[src/rtl/ps2_pkg.sv]
// ps2_pkg: definitions shared by the PS/2 keyboard transmitter.
//   PS2_FRAME_BITS : bits per PS/2 frame (start, 8 data, parity, stop)
//   PS2_BREAK_CODE : prefix byte sent ahead of a released key
//   ps2_state_e    : transmitter FSM states
//   odd_parity()   : parity bit that makes data+parity hold an odd count of ones
//   make_frame()   : full 11-bit frame, bit 0 is the first bit on the wire
package ps2_pkg;

  localparam int         PS2_FRAME_BITS = 11;
  localparam logic [7:0] PS2_BREAK_CODE = 8'hF0;

  typedef enum logic [1:0] {
    IDLE,
    PREFIX,
    SHIFT,
    GAP
  } ps2_state_e;

  function automatic logic odd_parity(input logic [7:0] data);
    return ~^data;
  endfunction

  // {stop, parity, data[7:0], start}; data goes out LSB first.
  function automatic logic [PS2_FRAME_BITS-1:0] make_frame(input logic [7:0] data);
    return {1'b1, odd_parity(data), data, 1'b0};
  endfunction

endpackage

[src/rtl/ps2_tx_fifo.sv]
// ps2_tx_fifo: single-clock FIFO with first-word-fall-through read port.
//   clk, rst        : clock, asynchronous active-high reset (pointers only)
//   push, wr_data   : write request and data; ignored while full
//   pop             : read request; ignored while empty
//   rd_data         : head entry, valid whenever empty is low
//   full, empty     : status flags
// Pointers carry one extra wrap bit so full and empty are told apart by the
// MSB alone; DEPTH must be a power of two and at least 2.
module ps2_tx_fifo #(
  parameter int DATA_W = 8,
  parameter int DEPTH  = 8
) (
  input  logic              clk,
  input  logic              rst,
  input  logic              push,
  input  logic [DATA_W-1:0] wr_data,
  input  logic              pop,
  output logic [DATA_W-1:0] rd_data,
  output logic              full,
  output logic              empty
);

  localparam int AW = $clog2(DEPTH);

  logic [AW:0]       wr_ptr;
  logic [AW:0]       rd_ptr;
  logic [DATA_W-1:0] mem [DEPTH];
  logic              do_push;
  logic              do_pop;

  assign empty   = (wr_ptr == rd_ptr);
  assign full    = (wr_ptr[AW] != rd_ptr[AW]) && (wr_ptr[AW-1:0] == rd_ptr[AW-1:0]);
  // A full FIFO refuses a push even if the same cycle pops.
  assign do_push = push && !full;
  assign do_pop  = pop && !empty;
  assign rd_data = mem[rd_ptr[AW-1:0]];

  always_ff @(posedge clk or posedge rst) begin
    if (rst) begin
      wr_ptr <= '0;
      rd_ptr <= '0;
    end else begin
      if (do_push) wr_ptr <= wr_ptr + 1'b1;
      if (do_pop)  rd_ptr <= rd_ptr + 1'b1;
    end
  end

  always_ff @(posedge clk) begin
    if (do_push) mem[wr_ptr[AW-1:0]] <= wr_data;
  end

endmodule

[src/rtl/ps2_kbd_tx.sv]
// ps2_kbd_tx: PS/2 device-side (keyboard) transmitter.
//   clk, rst  : system clock, asynchronous active-high reset
//   in_valid  : in_data holds a byte to queue
//   in_ready  : FIFO can accept a byte (!full)
//   in_data   : scancode byte
//   in_break  : release flag, only meaningful with PS2_KBD_TX_BREAK_EN
//   ps2_clk   : PS/2 clock, idle high, registered
//   ps2_data  : PS/2 data, idle high, registered
//   busy      : frame or gap in progress, or bytes queued
// Each byte becomes one 11-bit frame; a bit period is 2*CLK_DIV clk cycles,
// ps2_clk high for the first half and low for the second, with data stable
// across the falling edge. IDLE_GAP (>=1) idle bit periods follow every frame.
// Build option PS2_KBD_TX_BREAK_EN: FIFO entries carry in_break, and a
// flagged entry is sent as F0, gap, then the byte.
module ps2_kbd_tx
  import ps2_pkg::*;
#(
  parameter int CLK_DIV    = 8,
  parameter int FIFO_DEPTH = 8,
  parameter int IDLE_GAP   = 2
) (
  input  logic       clk,
  input  logic       rst,
  input  logic       in_valid,
  output logic       in_ready,
  input  logic [7:0] in_data,
  input  logic       in_break,
  output logic       ps2_clk,
  output logic       ps2_data,
  output logic       busy
);

  localparam int PERIOD  = 2 * CLK_DIV;
  localparam int GAP_CYC = IDLE_GAP * PERIOD;
  localparam int CNT_MAX = (GAP_CYC > PERIOD) ? GAP_CYC : PERIOD;
  localparam int CNT_W   = $clog2(CNT_MAX + 1);

  localparam logic [CNT_W-1:0] HALF_LAST = CNT_W'(CLK_DIV - 1);
  localparam logic [CNT_W-1:0] PER_LAST  = CNT_W'(PERIOD - 1);
  localparam logic [CNT_W-1:0] GAP_LAST  = CNT_W'(GAP_CYC - 1);
  localparam logic [3:0]       LAST_BIT  = 4'(PS2_FRAME_BITS - 1);

`ifdef PS2_KBD_TX_BREAK_EN
  localparam int ENTRY_W = 9;
`else
  localparam int ENTRY_W = 8;
`endif

  ps2_state_e                state;
  logic [CNT_W-1:0]          cnt;
  logic [3:0]                bit_idx;
  logic [PS2_FRAME_BITS-2:0] tail_q;      // frame bits still to send after the start bit
  logic [PS2_FRAME_BITS-1:0] frame_next;
  logic                      frame_load;
  logic [ENTRY_W-1:0]        wr_entry;
  logic [ENTRY_W-1:0]        rd_entry;
  logic [7:0]                head_byte;
  logic                      fifo_full;
  logic                      fifo_empty;
  logic                      pop;
  logic                      period_end;

`ifdef PS2_KBD_TX_BREAK_EN
  logic       pend_q;     // byte frame still owed after the F0 prefix
  logic [7:0] hold_q;
  logic       hold_load;
  assign wr_entry = {in_break, in_data};
`else
  logic unused_break;
  assign unused_break = in_break;
  assign wr_entry     = in_data;
`endif

  assign head_byte  = rd_entry[7:0];
  assign in_ready   = !fifo_full;
  assign pop        = (state == IDLE) && !fifo_empty;
  assign busy       = (state != IDLE) || !fifo_empty;
  assign period_end = (cnt == PER_LAST);

  ps2_tx_fifo #(
    .DATA_W (ENTRY_W),
    .DEPTH  (FIFO_DEPTH)
  ) u_fifo (
    .clk     (clk),
    .rst     (rst),
    .push    (in_valid),
    .wr_data (wr_entry),
    .pop     (pop),
    .rd_data (rd_entry),
    .full    (fifo_full),
    .empty   (fifo_empty)
  );

  // Frame selection: a new frame starts from IDLE on a pop, or from PREFIX
  // when the byte held back behind an F0 goes out.
  always_comb begin
    frame_load = 1'b0;
    frame_next = make_frame(head_byte);
`ifdef PS2_KBD_TX_BREAK_EN
    hold_load  = 1'b0;
`endif
    case (state)
      IDLE: begin
        if (!fifo_empty) begin
          frame_load = 1'b1;
`ifdef PS2_KBD_TX_BREAK_EN
          if (rd_entry[8]) begin
            frame_next = make_frame(PS2_BREAK_CODE);
            hold_load  = 1'b1;
          end
`endif
        end
      end
`ifdef PS2_KBD_TX_BREAK_EN
      PREFIX: begin
        frame_load = 1'b1;
        frame_next = make_frame(hold_q);
      end
`endif
      default: ;
    endcase
  end

  // Shift data: the start bit leaves directly from frame_next, the rest is
  // shifted out of tail_q one bit per period.
  always_ff @(posedge clk) begin
    if (frame_load) begin
      tail_q <= frame_next[PS2_FRAME_BITS-1:1];
    end else if (state == SHIFT && period_end) begin
      tail_q <= {1'b1, tail_q[PS2_FRAME_BITS-2:1]};
    end
`ifdef PS2_KBD_TX_BREAK_EN
    if (hold_load) hold_q <= head_byte;
`endif
  end

  always_ff @(posedge clk or posedge rst) begin
    if (rst) begin
      state    <= IDLE;
      cnt      <= '0;
      bit_idx  <= '0;
      ps2_clk  <= 1'b1;
      ps2_data <= 1'b1;
`ifdef PS2_KBD_TX_BREAK_EN
      pend_q   <= 1'b0;
`endif
    end else begin
      case (state)
        IDLE: begin
          ps2_clk  <= 1'b1;
          ps2_data <= 1'b1;
          cnt      <= '0;
          bit_idx  <= '0;
          if (frame_load) begin
            ps2_data <= frame_next[0];
            state    <= SHIFT;
`ifdef PS2_KBD_TX_BREAK_EN
            pend_q   <= hold_load;
`endif
          end
        end
`ifdef PS2_KBD_TX_BREAK_EN
        PREFIX: begin
          ps2_clk  <= 1'b1;
          ps2_data <= frame_next[0];
          cnt      <= '0;
          bit_idx  <= '0;
          pend_q   <= 1'b0;
          state    <= SHIFT;
        end
`endif
        SHIFT: begin
          if (period_end) begin
            cnt     <= '0;
            ps2_clk <= 1'b1;
            if (bit_idx == LAST_BIT) begin
              bit_idx  <= '0;
              ps2_data <= 1'b1;
              state    <= GAP;
            end else begin
              bit_idx  <= bit_idx + 1'b1;
              ps2_data <= tail_q[0];
            end
          end else begin
            cnt <= cnt + 1'b1;
            // Falling edge halfway through the period; data is not touched.
            if (cnt == HALF_LAST) ps2_clk <= 1'b0;
          end
        end
        GAP: begin
          ps2_clk  <= 1'b1;
          ps2_data <= 1'b1;
          if (cnt == GAP_LAST) begin
            cnt <= '0;
`ifdef PS2_KBD_TX_BREAK_EN
            state <= pend_q ? PREFIX : IDLE;
`else
            state <= IDLE;
`endif
          end else begin
            cnt <= cnt + 1'b1;
          end
        end
        default: state <= IDLE;
      endcase
    end
  end

endmodule
[config.mk]
export PLATFORM = sky130hd
export DESIGN_NAME = ps2_kbd_tx
export DESIGN_NICKNAME = d
export VERILOG_FILES = /design/src/rtl/ps2_pkg.sv /design/src/rtl/ps2_tx_fifo.sv /design/src/rtl/ps2_kbd_tx.sv
export SDC_FILE = /design/constraint.sdc
export NUM_CORES = 1
export LEC_CHECK = 0
export ABC_CLOCK_PERIOD_IN_PS = 6100
export CELL_PAD_IN_SITES_DETAIL_PLACEMENT = 0
export CELL_PAD_IN_SITES_GLOBAL_PLACEMENT = 1
export CORE_MARGIN = 2
export CORE_UTILIZATION = 50
export CTS_BUF_LIST = sky130_fd_sc_hd__clkbuf_4 sky130_fd_sc_hd__clkbuf_8
export DETAILED_ROUTE_END_ITERATION = 6
export PLACE_DENSITY = 0.79
export SLEW_MARGIN = 20
export SYNTH_ARGS = -nofsm -noshare
export SYNTH_HDL_FRONTEND = slang
export SYNTH_HIERARCHICAL = 1
export SYNTH_SLANG_ARGS = --single-unit
[constraint.sdc]
create_clock -name clk -period 6.1 [get_ports clk]
set_input_delay 1.525 -clock clk [delete_from_list [all_inputs] [get_ports clk]]
set_output_delay 1.525 -clock clk [all_outputs]
set_load 0.02 [all_outputs]
==> metrics.yaml <==
leakagePower_nw: 1.772
syn-num-nets: 319
crit_fanout: 21
slew_violations: 0
hold_buffers: 0
finalClockSkew_ns: 0.01001
setup_viol_count_final: 0
start_kind: "register"
p_sw_uw: 982.0
fp.dieW_um: 98.09
io_pins: 16
async_flop_share_pct: 23.16
whs_path_depth: 2
synth_area_leaders: "edfxtp_1 (50%), dfrtp_1 (11%), mux4_2 (8.1%)"
stdcell_count: 429
rsz0062_at_grt: "false"
clk_latency_ns: 0.36
synth-edff-count: 73
cpPeakStageDelay_ns: 1.01
design_area_um2: 4920
maxCapViolCount: 0
rows: 34
cts.path.max_buffers: 2
post-route-min-period_ns: 4.734
end_kind: "output port"
portBuffers: 14
multi_input_area_um2: 1600
antenna_found_initial: 0
critPathKind: "reg -> out"
fmax_mhz: 211.2
core_area_um2: 8636
synthCells: 297
regArea_um2: 2745
yosysSeqAreaShare_pct: 62.01
firstDrtPassIters: 4
syn_avg_cell_area_um2: 14.90
cts.sink_count: 95
cp.arrival_ns: 3.21
synth.cell_area_um2: 4427
gp_congestion: 0.7298
worstPathRequired_ns: 4.58
nNetsFinal: 338
tns_ns: 0
placed_area_um2: 4698
swShare_pct: 38.83
power_frac_seq_pct: 41.1
critical_path.cell_chain: "xor2_2 > nor4_1 > nand2_1 > clkdlybuf4s50_1"
power_density_nw_per_um2: 514.1
yosysTopAreaCell: "edfxtp_1"
synth_cell_types: 50
drc: 0
synth_top_area_share_pct: 49.52
vdd_ir_drop_max_mv: 0.3148
fillCellCount: 679
crit_slowest_cell: "dfrtp_1"
reg2reg_depth: 6
start_util_pct: 51.26
power.internal_mw: 1.547
ant_nets: 0
combPwrFrac_pct: 42.1
grt_pass1_wl_mm: 13.33
tightest_slew_ns: 0.9895
drtIter0Drc: 75
yosysMostFrequentCell: "edfxtp_1"
grt-ovfl-total: 0
dpl.cell_count: 413
drive_gt1_share_pct: 21.81
h-tree-depth: 3
tritoncts: "yes"
track_usage_pct: 17.84
worstHoldPathType: "reg -> reg"
yosys_warnings: 6
routed_wl_mm: 7.814
synth_ff_type: "edfxtp_1"
synth_common_cells: "edfxtp_1 (73), nand2_1 (42), dfrtp_1 (20)"
via_per_inst: 5.706
die_area_um2: 9622
cts_buffers: 9
power_frac_clock_pct: 16.8
wire_per_inst_um: 18.21
cts-resized-gates: 0
postCtsSetupBuffers: 0
max_slew_margin_pct: 34.04
diodes: 0
dp_hpwl_mm: 5.140
cts.clk_slew.worst_paths_ns: 0.10
fin_crit_sh_pct: 77.61
ys_ff_latch: 95
syn_to_final_growth_pct: 11.14
hold_viol_final: 0
grt_max_degree: 22
outcome: "finished, final reports clean"
die_h_um: 98.09
vias: 2448
grt_pass1_vias: 2501
cts_root_buf: "clkbuf_8"
## sequential cells by signal, indices dropped and copies added, names as in the netlist
| register | cells |
|---|---|
| u_fifo/mem | 64 |
| tail_q | 9 |
| cnt | 6 |
| bit_idx | 4 |
| u_fifo/rd_ptr | 4 |
| u_fifo/wr_ptr | 4 |
| state | 2 |
| ps2_clk | 1 |
| ps2_data | 1 |
## per-stage QoR
stage / util (%) / setup WS, ns / power (mW) / hold slack [ns]
3_5_place_dp: 54.40 / 1.770 / 2.122 / 0.5078
5_1_grt: 56.97 / 1.179 / 2.704 / 0.5602
6_report: 56.97 / 1.366 / 2.529 / 0.5274
2_1_floorplan: - / 3.064 / 1.883 / 0.4789
3_3_place_gp: 54.30 / 1.814 / 2.089 / 0.5018
4_1_cts: 56.87 / 1.335 / 2.551 / 0.5324
## layer usage
metal	share of wire, %	track usage, %	vias to the layer above
met1	47	25.42	1237
met5	0	0	-
li1	-	-	1165
met4	0.88	4.808	0
met3	3.3	3.436	6
met2	49	28.56	40
## placed cells by master, fill, tap and decap left out, types with 10 or more instances in the layout
cell / Yosys / layout
ha_1: 10 / 10
clkdlybuf4s50_1: 0 / 14
xnor2_1: 12 / 12
inv_1: 10 / 10
mux4_2: 16 / 16
dfrtp_1: 20 / 20
mux2_2: 10 / 10
edfxtp_1: 73 / 73
nand2_1: 42 / 42
nor2_1: 11 / 11
## critical path, delay by kind of cell (launching register included)
| kind | cells | cell delay, ns |
|---|---|---|
| XOR/XNOR | 1 | 0.32 |
| buffers and inverters | 1 | 0.58 |
| flip-flops | 1 | 1.01 |
| AND/OR/NAND/NOR | 2 | 0.94 |
## area by class of cell
cell class                 count  share of cell area, %
clock buffer                   9                  2.518
clock inverter                 7                  1.806
inverter                      11                 0.8393
multi-input combinational    179                  32.53
sequential                    95                  55.80
tap                          108                  2.747
timing repair buffer          20                  3.764
## path summary, 6_finish.rpt
kind / slack, ns / start / end
hold / removal: 0.53 / tail_q[3] / tail_q[2]
setup / recovery: 1.37 / u_fifo/rd_ptr[1] / busy
setup reg to reg: 2.39 / u_fifo/rd_ptr[1] / u_fifo/rd_ptr[1]
hold reg to reg: 0.53 / tail_q[3] / tail_q[2]
min in group asynchronous: 1.43 / rst / u_fifo/rd_ptr[3]
max in group asynchronous: 4.19 / rst / ps2_data
## power by group through the flow
stage	registers [mW]	logic, mW	clock network (mW)
floorplan	0.969	0.913	0
global placement	1.04	1.04	0
detailed placement	1.06	1.07	0
CTS	1.04	1.07	0.436
global route	1.06	1.18	0.463
finish	1.04	1.06	0.425
## cell families after synthesis
logic type | share of synthesized area, %
buffers and inverters | 2.657
AND/OR/NAND/NOR | 9.921
adder cells (fa/ha/maj) | 2.826
multiplexers | 11.65
AO/OA/AOI/OAI | 6.670
XOR/XNOR | 4.268
flip-flops | 62.01
Note: power is estimated with default switching activity, not from simulation.
